===== src/rtl/cs_out_buffer.sv =====
// ---------------------------------------------------------------------------
// cs_out_buffer
//
// Output stage of the sliding-window approximate-average filter. Consumes the
// filter's Y result one beat per clock, drops the start-up results produced
// while the WINDOW-sample window is still filling, and queues the valid
// results in a first-word-fall-through FIFO that the host drains through a
// valid/ready handshake. Beats lost to a full FIFO set a sticky overflow flag.
//
// Optional feature (compile-time macro CS_OUT_SAT_EN):
//   defined   : stored value is Y clamped to 255; sat_flag goes sticky-high on
//               any push whose Y exceeded 255 (cleared only by reset).
//   undefined : Y is stored unmodified; sat_flag is tied low.
//
// Ports:
//   clk        in   system clock, rising edge
//   reset      in   asynchronous, active-high reset
//   in_valid   in   Y carries a fresh filter result this cycle
//   Y          in   [DW] filter result
//   clr_ovf    in   synchronous clear of the overflow flag (set wins)
//   out_data   out  [DW] head-of-FIFO result (combinational read)
//   out_valid  out  FIFO non-empty
//   out_ready  in   host accepts out_data this cycle
//   count      out  [$clog2(DEPTH+1)] current occupancy
//   full       out  count == DEPTH
//   empty      out  count == 0
//   warm       out  window filled; the next in_valid beat is stored
//   overflow   out  sticky; a warm beat was dropped because the FIFO was full
//   sat_flag   out  sticky saturation flag (see optional feature above)
// ---------------------------------------------------------------------------
module cs_out_buffer #(
    parameter int unsigned DW     = 10,
    parameter int unsigned DEPTH  = 16,
    parameter int unsigned WINDOW = 9
) (
    input  logic                       clk,
    input  logic                       reset,
    input  logic                       in_valid,
    input  logic [DW-1:0]              Y,
    input  logic                       clr_ovf,
    output logic [DW-1:0]              out_data,
    output logic                       out_valid,
    input  logic                       out_ready,
    output logic [$clog2(DEPTH+1)-1:0] count,
    output logic                       full,
    output logic                       empty,
    output logic                       warm,
    output logic                       overflow,
    output logic                       sat_flag
);

    localparam int unsigned AW  = $clog2(DEPTH);
    localparam int unsigned CW  = $clog2(DEPTH + 1);
    localparam int unsigned WCW = (WINDOW > 1) ? $clog2(WINDOW) : 1;

    localparam logic [WCW-1:0] WCNT_MAX = WCW'(WINDOW - 1);
    localparam logic [CW-1:0]  CNT_FULL = CW'(DEPTH);

    // -----------------------------------------------------------------------
    // State
    // -----------------------------------------------------------------------
    logic [DW-1:0]  r_mem [DEPTH];
    logic [AW-1:0]  r_wr_ptr;
    logic [AW-1:0]  r_rd_ptr;
    logic [CW-1:0]  r_count;
    logic [WCW-1:0] r_wcnt;
    logic           r_overflow;

    // -----------------------------------------------------------------------
    // Handshake decode
    // -----------------------------------------------------------------------
    logic          w_full;
    logic          w_empty;
    logic          w_warm;
    logic          w_push_req;
    logic          w_pop;
    logic          w_push;
    logic          w_ovf_set;
    logic [DW-1:0] w_wdata;

    assign w_full     = (r_count == CNT_FULL);
    assign w_empty    = (r_count == '0);
    assign w_warm     = (r_wcnt == WCNT_MAX);
    assign w_push_req = in_valid & w_warm;
    assign w_pop      = ~w_empty & out_ready;
    // A pop in the same cycle frees the slot, so a full FIFO still accepts.
    assign w_push     = w_push_req & (~w_full | w_pop);
    assign w_ovf_set  = w_push_req & w_full & ~w_pop;

    // -----------------------------------------------------------------------
    // Stored value / saturation
    // -----------------------------------------------------------------------
`ifdef CS_OUT_SAT_EN
    localparam logic [DW-1:0] SAT_MAX = DW'(255);

    logic w_sat_hit;
    logic r_sat_flag;

    assign w_sat_hit = (Y > SAT_MAX);
    assign w_wdata   = w_sat_hit ? SAT_MAX : Y;

    always_ff @(posedge clk or posedge reset) begin
        if (reset) begin
            r_sat_flag <= 1'b0;
        end else if (w_push && w_sat_hit) begin
            r_sat_flag <= 1'b1;
        end
    end

    assign sat_flag = r_sat_flag;
`else
    assign w_wdata  = Y;
    assign sat_flag = 1'b0;
`endif

    // -----------------------------------------------------------------------
    // Storage (not reset)
    // -----------------------------------------------------------------------
    always_ff @(posedge clk) begin
        if (w_push) begin
            r_mem[r_wr_ptr] <= w_wdata;
        end
    end

    // -----------------------------------------------------------------------
    // Pointers, occupancy, warm-up counter, overflow
    // -----------------------------------------------------------------------
    always_ff @(posedge clk or posedge reset) begin
        if (reset) begin
            r_wr_ptr   <= '0;
            r_rd_ptr   <= '0;
            r_count    <= '0;
            r_wcnt     <= '0;
            r_overflow <= 1'b0;
        end else begin
            // DEPTH is a power of two, so pointer wrap is plain overflow.
            if (w_push) begin
                r_wr_ptr <= r_wr_ptr + AW'(1);
            end
            if (w_pop) begin
                r_rd_ptr <= r_rd_ptr + AW'(1);
            end

            unique case ({w_push, w_pop})
                2'b10:   r_count <= r_count + CW'(1);
                2'b01:   r_count <= r_count - CW'(1);
                default: r_count <= r_count;
            endcase

            // Start-up beats only advance the counter; it then holds.
            if (in_valid && !w_warm) begin
                r_wcnt <= r_wcnt + WCW'(1);
            end

            if (w_ovf_set) begin
                r_overflow <= 1'b1;
            end else if (clr_ovf) begin
                r_overflow <= 1'b0;
            end
        end
    end

    // -----------------------------------------------------------------------
    // Outputs
    // -----------------------------------------------------------------------
    assign out_data  = r_mem[r_rd_ptr];
    assign out_valid = ~w_empty;
    assign count     = r_count;
    assign full      = w_full;
    assign empty     = w_empty;
    assign warm      = w_warm;
    assign overflow  = r_overflow;

endmodule


===== config.mk =====
export PLATFORM = sky130hd
export DESIGN_NAME = cs_out_buffer
export DESIGN_NICKNAME = d
export VERILOG_FILES = /design/src/rtl/cs_out_buffer.sv
export SDC_FILE = /design/constraint.sdc
export NUM_CORES = 1
export LEC_CHECK = 0
export BUFFER_PORTS_ARGS = -buffer_cell sky130_fd_sc_hd__clkbuf_2
export CAP_MARGIN = 10
export CORE_MARGIN = 10
export CORE_UTILIZATION = 50
export DETAILED_ROUTE_END_ITERATION = 12
export HOLD_SLACK_MARGIN = 0.05
export PLACE_DENSITY = 0.79
export SYNTH_ARGS = -nofsm -noshare
export SYNTH_HDL_FRONTEND = slang
export SYNTH_SLANG_ARGS = --single-unit

===== constraint.sdc =====
create_clock -name clk -period 2.83 [get_ports clk]
set_clock_uncertainty 0.2 [all_clocks]
set_input_delay 0.1415 -clock clk [delete_from_list [all_inputs] [get_ports clk]]
set_output_delay 0.1415 -clock clk [all_outputs]
set_load 0.05 [all_outputs]

# --- Word level (Yosys, flattened, before mapping) ---
# Memory sizes are Yosys's and may differ from the RTL's.
# Cells that the tools add are included.
word_totals:
  register_bits: 18
  ram_bits: 160
  inputBits: 15
  out_inout_bits: 21
  wordCells: 34
  mem_count: 1
op_classes:
  n_addsub: 5
  n_eq_ne: 4
  n_mux: 5
  bitwise_logic: 9
  n_reduce_logical: 5
mem_list:
  columns: ["name", "depth", "word_bits", "read_ports", "rd_ports_with_merged_regs", "write_ports", "line", "rtl"]
  rows:
  - ["r_mem", 16, 10, 1, 0, 1, "62", "logic [DW-1:0] r_mem [DEPTH];"]
op_table:
  columns: ["cell", "count"]
  rows:
  - ["$add A4 B1 Y4 const B", 3]
  - ["$pmux W5 S2", 1]
  - ["$add A5 B1 Y5 const B", 1]
  - ["$and A1 B1 Y1", 5]
  - ["$eq A5 B5 Y1 const B", 1]
  - ["$logic_not A5 Y1", 1]
  - ["$sub A5 B1 Y5 const B", 1]
  - ["$eq A4 B4 Y1 const B", 1]
  - ["$mux W1", 4]
  - ["$reduce_bool A2 Y1", 2]
  - ["$not A1 Y1", 3]
  - ["$eq A2 B1 Y1 const B", 1]
  - ["$eq A2 B2 Y1 const B", 1]
  - ["$logic_and A1 B1 Y1", 1]
  - ["$logic_not A1 Y1", 1]
  - ["$or A1 B1 Y1", 1]

# --- Depth between registers and ports, before layout ---
# Gate-level depths: netlist of the first run.
depth:
  ltp_word: 7
  mapped_depth: 10
  depth_no_buf: 10

# --- Worst setup path before layout of the first run ---
# OpenSTA, ideal clock, no wires.
synth_timing:
  kind: "reg2reg"
  startpoint: "register r_count[2], in the netlist count[2]"
  endpoint: "register r_count[4], in the netlist count[4]"
  setup_time_ns: 0.132
  arrival_time_ns: 2.766
  required_time_ns: 2.498
  setup_slack_ns: -0.267
  stages_incl_launch_ff: 9
  n_path_buf: 0
  synth_period_minus_slack_ns: 3.097
  path_cell_list: "dfrtp_1 > or4_4 > o211ai_2 > inv_1 > fa_1 > a21o_1 > a21oi_1 > a211oi_1 > or3b_1"
synth_between:
  elab_chain_len: 7
  word_cells_on_any_way: 13
  cone_classes: "add/sub (2); eq/ne (3); mux (1); bitwise (5); reduce/logical (2)"
synth_lines:
  columns: ["item", "line", "rtl"]
  rows:
  - ["start: declaration", "65", "logic [CW-1:0] r_count;"]
  - ["start signal: assignment", "145", "2'b10: r_count <= r_count + CW'(1);"]
  - ["start signal: assignment", "146", "2'b01: r_count <= r_count - CW'(1);"]
  - ["start signal: assignment", "147", "default: r_count <= r_count;"]
  - ["$logic_not A5 Y1", "82", "assign w_empty = (r_count == '0);"]
  - ["$not A1 Y1", "85", "assign w_pop = ~w_empty & out_ready;"]
  - ["$and A1 B1 Y1", "85", null]
  - ["$or A1 B1 Y1", "87", "assign w_push = w_push_req & (~w_full | w_pop);"]
  - ["$and A1 B1 Y1", "87", null]
  - ["$eq A2 B1 Y1 / $eq A2 B2 Y1 (equally long branches)", "144", "unique case ({w_push, w_pop})"]
  - ["$pmux W5 S2 / $reduce_bool A2 Y1 (equally long branches)", null, null]
# Parallel ways exist; a longest one is shown, timed or not.
# A chain may end at the register's enable or synchronous reset.

# --- Final worst setup path of the first run ---
layout_timing:
  startpoint: "register r_rd_ptr[0]"
  endpoint: "output out_data[6]"
layout_between:
  elab_chain_len: 1
layout_lines:
  columns: ["item", "line", "rtl"]
  rows:
  - ["start: declaration", "64", "logic [AW-1:0] r_rd_ptr;"]
  - ["start signal: assignment", "141", "r_rd_ptr <= r_rd_ptr + AW'(1);"]
  - ["$mem_v2 Z16 W10", null, null]
  - ["end: declaration", "41", "output logic [DW-1:0] out_data,"]
# No other way between the ends.

==> results of run 1 <==
==> per-layer routing <==
layer  wire length [µm]  global-route usage  share of wire
met3                995              0.0456          0.071
met4                231              0.0560          0.016
met1               5630               0.180           0.40
met5                  0                   0              0
met2               7180               0.246           0.51
==> state kept, by name, indices dropped and copies added (netlist names) <==
signal and cells:
r_rd_ptr 4, r_mem 160, overflow 1, r_wr_ptr 4, count 5, r_wcnt 4
==> how the worst max path moves through the flow <==
stage / to / slack [ns] / depth (start not counted)
final: out_data[6] / 0.09 / 4
after CTS: out_data[6] / 0.02 / 4
after global placement: count[4]$_DFFE_PP0P_ / 0.11 / 8
after floorplan: count[4]$_DFFE_PP0P_ / -0.07 / 8
after global routing: count[4]$_DFFE_PP0P_ / -0.004 / 8
after detailed placement: count[4]$_DFFE_PP0P_ / 0.04 / 8
==> power groups by stage <==
stage               registers (mW)  logic [mW]  clock network, mW
floorplan                     3.32        2.22                  0
global placement              3.32        2.84                  0
detailed placement            3.34        2.88                  0
CTS                           3.29        2.94               2.08
global route                  3.31        3.12               2.20
finish                        3.29        2.92               2.04
==> layout by cell type, fill, tap and decap left out, types with 8 or more instances in the layout <==
master         count
edfxtp_1         160
mux4_2            50
buf_4             33
clkbuf_2          29
clkbuf_16         17
dlygate4sd3_1     15
nor2_1            14
nand2_1           13
dfrtp_1           12
ha_1              10
xnor2_1            9
inv_1              8
==> worst max-delay path, stage by stage, from the launching register on <==
cell and delay, ns:
dfrtp_2 0.38, buf_12 0.26, mux4_2 0.55, mux4_2 0.52
buf_2 0.24
==> final cells by class <==
| cell class | instances | area, µm² |
|---|---|---|
| Sequential cell | 178 | 5260 |
| Clock inverter | 9 | 71.3 |
| Inverter | 9 | 33.8 |
| Clock buffer | 18 | 429 |
| Fill cell | 926 | 5480 |
| Tap cell | 180 | 225 |
| Multi-Input combinational cell | 139 | 1800 |
| Timing Repair Buffer | 85 | 628 |
==> cell families after synthesis <==
| logic type | count (synthesis) |
|---|---|
| flops | 178 |
| mux | 54 |
| simple gates | 44 |
| buf+inv | 25 |
| compound gates | 18 |
| fa+ha+maj | 11 |
| xor+xnor | 11 |
| other cells | 1 |
==> per-stage QoR <==
step / TNS, ns / setup slack (ns) / util / hold WS [ns]
6_report: 0 / 0.0885 / 0.607 / 0.167
4_1_cts: 0 / 0.0162 / 0.605 / 0.154
5_1_grt: -0.00435 / -0.00435 / 0.607 / 0.201
3_5_place_dp: 0 / 0.0401 / 0.558 / 0.0620
3_3_place_gp: 0 / 0.112 / 0.558 / 0.0515
2_1_floorplan: -0.0694 / -0.0694 / - / -0.120
==> timing repair <==
item,in CTS,in global routing
hold buffers,15,0
endpoints found under the hold margin,186,0
resized for setup,0,6
setup buffers,0,2
endpoints found under the setup margin,0,46
==> results.txt, run 1 <==
status: finished, final reports clean
max_cap viols: 0
post-synthesis mux area share: 0.164
P_leak: 2.92 nW
clock sinks: 178
clock share of power: 0.248
R2R cell count: 8
synthesized area: 7140 µm²
Synth Area in Adders: 0.0203
Worst Path Arrival: 2.40 ns
most frequent cell after synthesis: edfxtp_1
clock latency on the worst-skew pair: 0.42 ns
Area Growth Syn to Fin: 18.3%
Final nets: 456
Final Max Slew Viols: 0
clock root buffer: clkbuf_16
ys flop type: edfxtp_1
I/O pin cnt: 36
Setup-failing EPs final: 0
Switch Pwr: 2.80 mW
Final Cycle Share: 0.969
ANT cells: 0
CP Class: reg -> out
xor/xnor share of the synthesized area: 0.0135
Initial Util: 0.513
Chip Height: 140 µm
number of synthesized register bits: 178
Max Buffers Root-to-Sink: 2
total power: 8.25 mW
Max VDD drop: 1.00 mV
routed length per instance: 22.7 µm
CTS H-Tree Depth: 4
Avg Inst Size Synth: 20.9 µm²
DIE AREA: 19,500 µm²
Hold Vio Cnt, Final: 0
synth cell count leaders: 160 x edfxtp_1, 50 x mux4_2, 18 x dfrtp_1
DRC: 0
vias: 3,545
sequential power share: 0.399
number of global-route vias before repair: 3,785
Rows: 43
endpoint class of the critical path: output port
dpl cell area: 7780 µm²
total overflow reported by the global router: 0
worst-path fanout max: 32
CTS tree: done
Yosys top cell by area: edfxtp_1
Port Buffers: 34
syn nets: 368
Reg2Reg Launch Point: count[0]$_DFFE_PP0P_
total track usage: 0.149
EDFF count, synth: 160
worst min-delay path class: in -> async
Yosys top cell area share: 0.673
Antenna Violating Nets Remaining: 0
cell count after synthesis: 342
Yosys warning total: 0
number of vias per cell: 5.74
die width: 140 µm
Crit. Startpoint: r_rd_ptr[0]$_DFFE_PP0P_
Startpoint Class: flop
post-route cell area: 8450 µm²
post-synthesis compound-gate area fraction: 0.0191
P_int: 5.45 mW
Reg-to-Reg End: count[4]$_DFFE_PP0P_
WL final: 14.0 mm
count of cell types in the netlist: 37
fin crit period: 2.74 ns
Cells after DPL: 574
CTS Buf Count: 17
register-to-register setup slack: 0.10 ns
Max Fclk: 365 MHz
sequential-to-total area share from yosys stat: 0.736
PD cells: 977 nW/µm²
Placer Congestion: 0.829
core region area: 13,900 µm²
most area-consuming cells after synthesis: edfxtp_1 67%, mux4_2 16%, dfrtp_1 6.3%
Post-DP HPWL: 9.27 mm
largest net degree at the start of global routing: 33
Worst Max-Slew Pin Slew: 0.695 ns
Comb power frac: 0.354
main combinational cell family by area after synthesis: multiplexers
fraction of layout cells with a size suffix above 1: 0.377
switching fraction of total power: 0.340
Layout Cells excl Fill: 618
Post-Synth Simple-Gate Area: 0.0303
DRT iter0 DRCs: 290
asr flop ratio synth: 0.101
max_slew headroom: 0.536
Clk pin slew, worst setup/hold paths: 0.06 ns
initial antenna violation count: 0
first-pass GRT wire length: 22.0 mm
drt first pass iters: 4
CP required: 2.49 ns
(Power assumes the default switching activity.)
==> run 2: changes to the inputs <==
--- a/config.mk
+++ b/config.mk
@@ -5,6 +5,7 @@
 export SDC_FILE = /design/constraint.sdc
 export NUM_CORES = 1
 export LEC_CHECK = 0
+export ABC_AREA = 1
 export BUFFER_PORTS_ARGS = -buffer_cell sky130_fd_sc_hd__clkbuf_2
 export CAP_MARGIN = 10
 export CORE_MARGIN = 10
==> results.txt, run 2 <==
count of cell types in the netlist: 27
fraction of layout cells with a size suffix above 1: 0.146
clock latency on the worst-skew pair: 0.43 ns
unrepaired setup endpoints after global routing: no
DIE AREA: 20,600 µm²
DRC: 0
Yosys top cell area share: 0.629
Rows: 45
worst-path fanout max: 39
commonest cells after routing, fill and taps aside: 160 x edfxtp_1, 104 x inv_1, 75 x nand2_1
CP max stage delay: 0.77 ns
total track usage: 0.164
Placer Congestion: 0.877
post-route cell area: 8930 µm²
clock root buffer: clkbuf_16
I/O pin cnt: 36
EDFF count, synth: 160
cell count after synthesis: 644
ys flop type: edfxtp_1
Max Buffers Root-to-Sink: 2
CTS H-Tree Depth: 4
Cells after DPL: 855
number of global-route vias before repair: 4,974
asr flop ratio synth: 0.101
Worst Max-Slew Pin Slew: 0.814 ns
syn nets: 670
Yosys top cell by area: edfxtp_1
core region area: 15,100 µm²
routed length per instance: 17.9 µm
Layout Cells excl Fill: 902
Area Growth Syn to Fin: 16.9%
most area-consuming cells after synthesis: edfxtp_1 63%, dfrtp_1 5.9%, inv_1 5.1%
CTS tree: done
endpoint class of the critical path: output port
synth cell count leaders: 160 x edfxtp_1, 104 x inv_1, 75 x nand2_1
Min Hold Slack: 0.168 ns
max_cap viols: 0
initial antenna violation count: 0
Chip Height: 144 µm
R2R cell count: 16
Slowest cell on crit path: dfrtp_2
total overflow reported by the global router: 0
Fin Setup TNS: 0 ns
dpl cell area: 8090 µm²
max reg flops: 160
P_leak: 3.52 nW
commonest non-fill, non-tap cell in the layout: edfxtp_1
worst min-delay path class: in -> async
CP dominant cell by count: nand3_1
PD cells: 1040 nW/µm²
synthesized area: 7640 µm²
drt first pass iters: 5
Initial Util: 0.506
die width: 144 µm
largest reg by FF count: r_mem
Hold Vio Cnt, Final: 0
DRT iter0 DRCs: 397
Max Fclk: 375 MHz
Yosys warning total: 0
CTS Buf Count: 17
worst path cell trace: buf_12, o211ai_1, nand3_1, nand3_1, nand2_1, clkbuf_2
first-pass GRT wire length: 25.8 mm
CP Class: reg -> out
Final Max Slew Viols: 0
ANT cells: 0
Final Cycle Share: 0.942
Port Buffers: 34
Final nets: 727
most frequent cell after synthesis: edfxtp_1
number of vias per cell: 5.45
max_slew headroom: 0.456
Setup-failing EPs final: 0
Worst Path Arrival: 2.32 ns
Antenna Violating Nets Remaining: 0
number of synthesized register bits: 178
status: finished, final reports clean
clock sinks: 178
Clk pin slew, worst setup/hold paths: 0.07 ns
WL final: 16.1 mm
fin crit period: 2.67 ns
Max VDD drop: 0.798 mV
Avg Inst Size Synth: 11.9 µm²
post-CTS setup buffer count: 0
Post-DP HPWL: 9.99 mm
sequential-to-total area share from yosys stat: 0.688
vias: 4,918
largest net degree at the start of global routing: 71
CP required: 2.49 ns
Startpoint Class: flop
## run 2: metrics by stage
step                      power (mW)  utilization  setup WS, ns
after global placement          6.44        0.536         0.363
after global routing            9.75        0.592        0.0266
final                           9.25        0.592         0.164
after detailed placement        6.57        0.536         0.178
after CTS                       9.27        0.591         0.152
after floorplan                 5.78            -        0.0962
## run 2: layout make-up
cell class / count / area [µm²]
flip-flops and latches: 178 / 5260
inverters: 106 / 398
clock buffers: 17 / 425
multi-input cells: 326 / 1820
repair buffers: 72 / 531
fillers: 1161 / 6160
clock inverters: 15 / 262
well taps: 188 / 235
## run 2: cell families after synthesis
family,after synthesis,share of synthesized area
DFF,178,0.688
and+or+nand+nor,174,0.106
buffers and inverters,140,0.0758
AOI/OAI and AO/OA,128,0.0969
xor gates and xnor gates,12,0.0138
adders and majority gates,11,0.0190
other,1,0.000491
## run 2: path summary, 6_finish.rpt
check	from	to	slack, ns
max in group asynchronous	reset	r_rd_ptr[0]$_DFFE_PP0P_	1.72
min reg2reg	r_wcnt[3]$_DFFE_PP0P_	r_wcnt[3]$_DFFE_PP0P_	0.33
max reg2reg	r_wcnt[0]$_DFFE_PP0P_	count[4]$_DFFE_PP0P_	0.25
min in group clk	r_wcnt[3]$_DFFE_PP0P_	r_wcnt[3]$_DFFE_PP0P_	0.33
min	reset	count[3]$_DFFE_PP0P_	0.17
max	r_rd_ptr[1]$_DFFE_PP0P_	out_data[7]	0.16
## run 2: timing repair
item	4_1_cts	5_1_grt
endpoints found under the hold margin	191	0
gates resized for setup	0	2
hold buffers	15	0
endpoints found under the setup margin	0	1
## run 2: worst max-delay path: cells and delay by family (launching register included)
| family | cells | cell delay, ns |
|---|---|---|
| buf+inv | 2 | 0.59 |
| flops | 1 | 0.77 |
| simple gates | 3 | 0.38 |
| compound gates | 1 | 0.14 |
## run 2: layer usage
layer  part of all wire  GRT usage  vias up
met2               0.50      0.274      173
met4              0.017     0.0575        0
met1               0.41      0.198     2379
met3              0.068     0.0495       26
li1                   -          -     2340
met5                  0          0        -
## run 2: where the power goes
part / switching [mW] / total [mW] / internal (mW)
registers: 0.326 / 3.35 / 3.02
logic: 2.26 / 3.22 / 0.965
clock network: 0.945 / 2.68 / 1.74
